==> config.mk <==
export PLATFORM = sky130hd
export DESIGN_NAME = store_issue_buffer
export DESIGN_NICKNAME = d
export VERILOG_FILES = /design/src/rtl/store_issue_buffer.sv
export SDC_FILE = /design/constraint.sdc
export NUM_CORES = 1
export LEC_CHECK = 0
export CAP_MARGIN = 20
export CORE_MARGIN = 2
export CORE_UTILIZATION = 51
export DETAILED_ROUTE_END_ITERATION = 16
export HOLD_SLACK_MARGIN = 0.12
export PLACE_DENSITY = 0.81
export SYNTH_ARGS = -nofsm -noshare
export SYNTH_HDL_FRONTEND = slang
export SYNTH_SLANG_ARGS = --single-unit
==> constraint.sdc <==
create_clock -name clk_i -period 2.3 [get_ports clk_i]
set_input_delay 0.69 -clock clk_i [delete_from_list [all_inputs] [get_ports clk_i]]
set_output_delay 0.69 -clock clk_i [all_outputs]
set_load 0.02 [all_outputs]
==> src/rtl/store_issue_buffer.sv <==
// store_issue_buffer: in-order queue between the issue stage and the store unit.
// Each request is decoded when it is written: the byte-enable mask and the
// misalignment flag are computed then, so the store unit sees a complete head entry.
//
// Handshake: a push happens on a clock edge where valid_i && ready_o.
// A pop happens on a clock edge where pop_i && valid_o.
// ready_o depends only on the registered count. It does not look at pop_i.
// flush_i takes priority over both the push and the pop in the same cycle.
module store_issue_buffer #(
    parameter int unsigned DEPTH         = 2,
    parameter int unsigned XLEN          = 64,
    parameter int unsigned VLEN          = 39,
    parameter int unsigned TRANS_ID_BITS = 3
) (
    input  logic                     clk_i,
    input  logic                     rst_ni,
    input  logic                     flush_i,
    input  logic                     valid_i,
    output logic                     ready_o,
    input  logic [VLEN-1:0]          vaddr_i,
    input  logic [XLEN-1:0]          data_i,
    input  logic [1:0]               size_i,
    input  logic                     is_amo_i,
    input  logic [TRANS_ID_BITS-1:0] trans_id_i,
    output logic                     valid_o,
    input  logic                     pop_i,
    output logic [VLEN-1:0]          vaddr_o,
    output logic [XLEN-1:0]          data_o,
    output logic [1:0]               size_o,
    output logic                     is_amo_o,
    output logic [TRANS_ID_BITS-1:0] trans_id_o,
    output logic [XLEN/8-1:0]        be_o,
    output logic                     misaligned_o,
    output logic                     empty_o
);

    localparam int unsigned PTR_W = $clog2(DEPTH);
    localparam int unsigned CNT_W = PTR_W + 1;
    localparam int unsigned BE_W  = XLEN / 8;

    // Entry storage
    logic [VLEN-1:0]          r_vaddr    [DEPTH];
    logic [XLEN-1:0]          r_data     [DEPTH];
    logic [1:0]               r_size     [DEPTH];
    logic                     r_is_amo   [DEPTH];
    logic [TRANS_ID_BITS-1:0] r_trans_id [DEPTH];
    logic [BE_W-1:0]          r_be       [DEPTH];
    logic                     r_mis      [DEPTH];

    logic [PTR_W-1:0] r_rptr;
    logic [PTR_W-1:0] r_wptr;
    logic [CNT_W-1:0] r_count;

    logic            w_push;
    logic            w_pop;
    logic [2:0]      w_off;
    logic [7:0]      w_be_full;
    logic [BE_W-1:0] w_be;
    logic            w_mis;

    assign ready_o = (r_count != CNT_W'(DEPTH));
    assign valid_o = (r_count != '0);
    assign empty_o = (r_count == '0);

    // The push and pop enables are masked while a flush is active.
    assign w_push = valid_i && ready_o && !flush_i;
    assign w_pop  = pop_i && valid_o && !flush_i;

    // Decode the incoming request into a byte-enable mask and a misalignment flag.
    // The mask is built 8 bits wide and then truncated to the bus byte count.
    always_comb begin
        w_off     = 3'd0;
        w_be_full = 8'h00;
        w_mis     = 1'b0;
        if (XLEN == 64) begin
            w_off = vaddr_i[2:0];
        end else begin
            w_off = {1'b0, vaddr_i[1:0]};
        end
        case (size_i)
            2'd0: begin
                w_be_full = 8'h01 << w_off;
                w_mis     = 1'b0;
            end
            2'd1: begin
                w_be_full = 8'h03 << w_off;
                w_mis     = vaddr_i[0];
            end
            2'd2: begin
                w_be_full = 8'h0F << w_off;
                w_mis     = (vaddr_i[1:0] != 2'b00);
            end
            default: begin
                w_be_full = 8'hFF;
                // A doubleword access is never legal on a 32-bit bus.
                w_mis     = (vaddr_i[2:0] != 3'b000) || (XLEN == 32);
            end
        endcase
        w_be = w_be_full[BE_W-1:0];
    end

    // Write the decoded request into the slot at the write pointer.
    // Storage is cleared on reset so that the head fields read as zero.
    always_ff @(posedge clk_i or negedge rst_ni) begin
        if (!rst_ni) begin
            for (int i = 0; i < DEPTH; i++) begin
                r_vaddr[i]    <= '0;
                r_data[i]     <= '0;
                r_size[i]     <= '0;
                r_is_amo[i]   <= 1'b0;
                r_trans_id[i] <= '0;
                r_be[i]       <= '0;
                r_mis[i]      <= 1'b0;
            end
        end else if (w_push) begin
            r_vaddr[r_wptr]    <= vaddr_i;
            r_data[r_wptr]     <= data_i;
            r_size[r_wptr]     <= size_i;
            r_is_amo[r_wptr]   <= is_amo_i;
            r_trans_id[r_wptr] <= trans_id_i;
            r_be[r_wptr]       <= w_be;
            r_mis[r_wptr]      <= w_mis;
        end
    end

    // Update the pointers and the count. DEPTH is a power of two, so pointer
    // overflow wraps naturally. A flush returns the queue to empty.
    always_ff @(posedge clk_i or negedge rst_ni) begin
        if (!rst_ni) begin
            r_rptr  <= '0;
            r_wptr  <= '0;
            r_count <= '0;
        end else if (flush_i) begin
            r_rptr  <= '0;
            r_wptr  <= '0;
            r_count <= '0;
        end else begin
            if (w_push) begin
                r_wptr <= r_wptr + PTR_W'(1);
            end
            if (w_pop) begin
                r_rptr <= r_rptr + PTR_W'(1);
            end
            case ({w_push, w_pop})
                2'b10:   r_count <= r_count + CNT_W'(1);
                2'b01:   r_count <= r_count - CNT_W'(1);
                default: r_count <= r_count;
            endcase
        end
    end

    // The head fields are driven combinationally from the slot at the read pointer.
    assign vaddr_o      = r_vaddr[r_rptr];
    assign data_o       = r_data[r_rptr];
    assign size_o       = r_size[r_rptr];
    assign is_amo_o     = r_is_amo[r_rptr];
    assign trans_id_o   = r_trans_id[r_rptr];
    assign be_o         = r_be[r_rptr];
    assign misaligned_o = r_mis[r_rptr];

endmodule

==> summary by stage <==
Status
The flow ran to the end, but the final reports show violations. The final reports fail on setup timing.

Synthesis
By area the synthesized netlist is led by dfrtp_1 56%, mux2_2 30%, mux2_1 4.7%. The dominant cell type by area after synthesis is dfrtp_1. The area of the mapped netlist is 10700 sq um. The synthesized netlist net count is just over 800.

The number of synthesis warnings is 0. By instance count, the leading cell after synthesis is mux2_2. The commonest register cell after synthesis is dfrtp_1. The top cell type by area accounts for a little under three fifths of the synthesized area. Counting flops with a built-in enable in the synthesized netlist gives 0. The flop and latch count out of synthesis is 240. Each instance of the synthesized netlist takes up on average about 15 sq um. The netlist uses 37 different library cells. After synthesis, the share of flip-flops with an asynchronous set or reset is 100%.

The synthesized netlist cell count is 708. The sequential share of the synthesized area is 56.0%. By count the netlist is led by 284 x mux2_2, 240 x dfrtp_1, 45 x mux2_1.

GRT
The overall global routing resource usage is 23.1%. After global routing the overflow that remains totals 0. Entering global routing, the biggest net connects 57 pins. The wire length of the first global-routing pass is 40.7 mm. The number of global-route vias before repair is 7503. The initial antenna violation count is 0.

Placed design
The pre-CTS setup slack is -0.176 ns. Once detailed placement completed, the half-perimeter wirelength came to 16.0 mm. The placed instances occupy a cell area of 13700 sq um. The final weighted congestion of routability-driven global placement is roughly 0.73.

The port buffer count is 234. After detailed placement, the design holds a cell count of about 1200.

Drt
Wires add up to between 20 and 30 mm. Using the TritonRoute via totals, the vias-per-cell ratio works out to 5.36. After the first detailed-routing iteration, the DRC count stood at 297. The routed layout has 6857 vias.

The first TritonRoute pass finished after 4 iterations. Dividing the detail-routed wire length by the instance count gives 20.1 um. For this run, design rule violations remaining after detail routing come to 0. The residual antenna-violating net count after detailed routing is 0.

Layout
The final layout net count is around 1100. The number of antenna diodes in the final layout is 0. The area occupied by registers is approximately 6000 sq um. The total area of multi-input combinational cells is 4450 sq um.

The finished cells cover around 15000 sq um. The final-layout fill cell count is between 1000 and 1500. Cells with a size suffix above 1 make up between 50% and 60% of the layout. The area overhead of the layout relative to synthesis is 38.6%. The count of non-filler cells in the finished layout is 1280. For this run, the share of the core covered by cells in the final layout is between 70 and 80%.

Floorplan
The initial standard-cell utilization of the core is 51.5%. The floorplan die height is roughly 150 um. The floorplan step set the die width to between 100 and 150 um. The placeable core area is 20800 sq um. The die outline area is 22200 sq um. In this run the core area contains 53 standard-cell rows. The I/O pin total is ~240.

Clocking
For the worst-skew pair, the clock arrives at the later sink with an insertion delay of 0.52 ns. Counting the buffers created by CTS gives 26. Counting every sink on the clock net gives 240. The buffer type at the clock tree root is clkbuf_16. In this run the number of H-tree levels came out at 1. TritonCTS built the clock tree. After clock tree synthesis, the clock-pin slew on the worst setup and hold paths is 0.06 ns. Counting along the longest clock path gives a buffer depth of 3.

Pwr
The net switching power of the design is 4030 uW. VDD sags by at most 0.000889 V. The internal cell power is 10200 uW. Of the total power, the share spent switching nets is 28.4%. The power share of the clock group is 29.1%. In this run, the combinational gates consume a little over 30% of the power. In this run, flip-flops and latches consume 40.7% of the power. The static leakage is 0.00640 uW. The power per cell area is roughly 960 nW/um^2.

Setup path
STA puts the critical path data required time at 1.61 ns. The category of the critical setup timing path is flop to primary output. The worst setup path is launched from a flop. For this run, the slowest stage of the critical path takes 0.48 ns.

The endpoint arrival time on the critical path is 1.83 ns. The maximum net fanout on the critical path is 6. Walking the worst path, the cells encountered are buf_8 -> clkbuf_16 -> mux2_2 -> buf_6. The sort of element at the end of the critical path is a primary output. Among all stages on the critical path, the largest delay is contributed by dfrtp_4.

Timing
The final-report hold violation count is 0. In this run the tightest slew margin relative to its limit is 74.2%. Setup repair after global routing could not meet its margin everywhere.

Setup violations remaining at the end of the flow were counted as 118. At the pin with the least slew margin, the transition time is around 0.39 ns. The least setup slack across all paths after layout is -0.217 ns. The max-slew violation total from the final report is 0. The post-layout minimum cycle time is 2.52 ns.

The share of the clock period used by the worst path is 109%. Hold is met by 0.480 ns. Clock skew on the completed layout was measured at 0.0114 ns. Derived from the worst setup path, the maximum achievable clock frequency is 0.397 GHz.

Flow run
Max-cap violations in this run came to 0.

Hold path
The worst hold path belongs to the class flop to flop.
## area by class of cell
cell class	instances	area share (%)
inverters	9	0.227
clock inverters	9	0.665
multi-input cells	414	29.9
clock buffers	36	5.11
repair buffers	297	21.3
well taps	275	2.32
flip-flops and latches	240	40.5
## per-layer routing
layer	wire length, um	global-route usage [%]	share of wire [%]
met1	11100	30.8	43
met2	12500	38.6	48
met3	1520	4.71	5.9
met4	609	6.33	2.4
met5	0	0	0
## flip-flops by register name, indices dropped and copies added, names as in the netlist
name / cells
r_be: 16
r_count: 2
r_data: 128
r_is_amo: 2
r_mis: 2
r_rptr: 1
r_size: 4
r_trans_id: 6
r_vaddr: 78
r_wptr: 1
## cells by family (layout without fill, tap and decap cells)
kind of cell	Yosys count	after routing	share of synthesized area [%]
buffers and inverters	54	351	2.66
DFF	240	240	56.0
muxes	345	345	36.8
adders and majority gates	3	3	0.350
and+or+nand+nor	24	24	1.67
xor gates and xnor gates	1	1	0.0817
AOI/OAI and AO/OA	41	41	2.46
## worst paths after layout
| check | start | end | slack, ns | depth (start not counted) |
|---|---|---|---|---|
| worst max-delay path | r_rptr$_DFFE_PN0P_ | data_o[49] | -0.22 | 4 |
| worst min-delay path | r_data[37]$_DFFE_PN0P_ | r_data[37]$_DFFE_PN0P_ | 0.48 | 1 |
| worst max register to register | r_count[1]$_DFFE_PN0P_ | r_vaddr[70]$_DFFE_PN0P_ | 0.47 | 6 |
| worst min register to register | r_data[37]$_DFFE_PN0P_ | r_data[37]$_DFFE_PN0P_ | 0.48 | 1 |
| max in group asynchronous | rst_ni | r_data[97]$_DFFE_PN0P_ | 0.93 | 3 |
| min in group asynchronous | rst_ni | r_vaddr[29]$_DFFE_PN0P_ | 0.68 | 2 |
## cells in the final DEF (no fill, tap or decap), types with 3 or more instances in the layout
cell type,n
a21o_1,3
a21oi_1,11
a31oi_1,16
buf_12,18
buf_16,9
buf_2,38
buf_4,40
buf_6,72
clkbuf_1,4
clkbuf_16,30
clkbuf_8,5
clkdlybuf4s50_1,112
clkinv_2,6
dfrtp_1,237
ha_1,3
inv_1,8
mux2_1,45
mux2_2,281
mux2_4,18
nand2b_1,4
o21ai_0,3
or2_2,3
## power by group through the flow
stage	logic, uW	registers (uW)	clock network [uW]
after global placement	4090	5770	0
after global routing	4560	5920	4410
final	4290	5790	4140
after CTS	4210	5770	4230
after detailed placement	4160	5840	0
after floorplan	2500	5650	0
## critical path: cells and delay by family, from the launching register on
kind	cells	cell delay, ns
buffers and inverters	3	0.47
multiplexers	1	0.35
flip-flops	1	0.48
## per-stage QoR
stage,power (uW),setup TNS (ns)
2_1_floorplan,8150,0
3_3_place_gp,9870,-32.07
3_5_place_dp,9990,-35.60
4_1_cts,14200,-24.09
5_1_grt,14900,-27.68
6_report,14200,-20.90
## repair_timing
item	CTS	global route
cloned	9	3
hold buffers	1	0
gates resized for setup	610	39
endpoints found under the setup margin	121	120
hold endpoints to repair	44	0
buffers inserted	9	2
No activity file was read; power rests on OpenSTA's default activity.
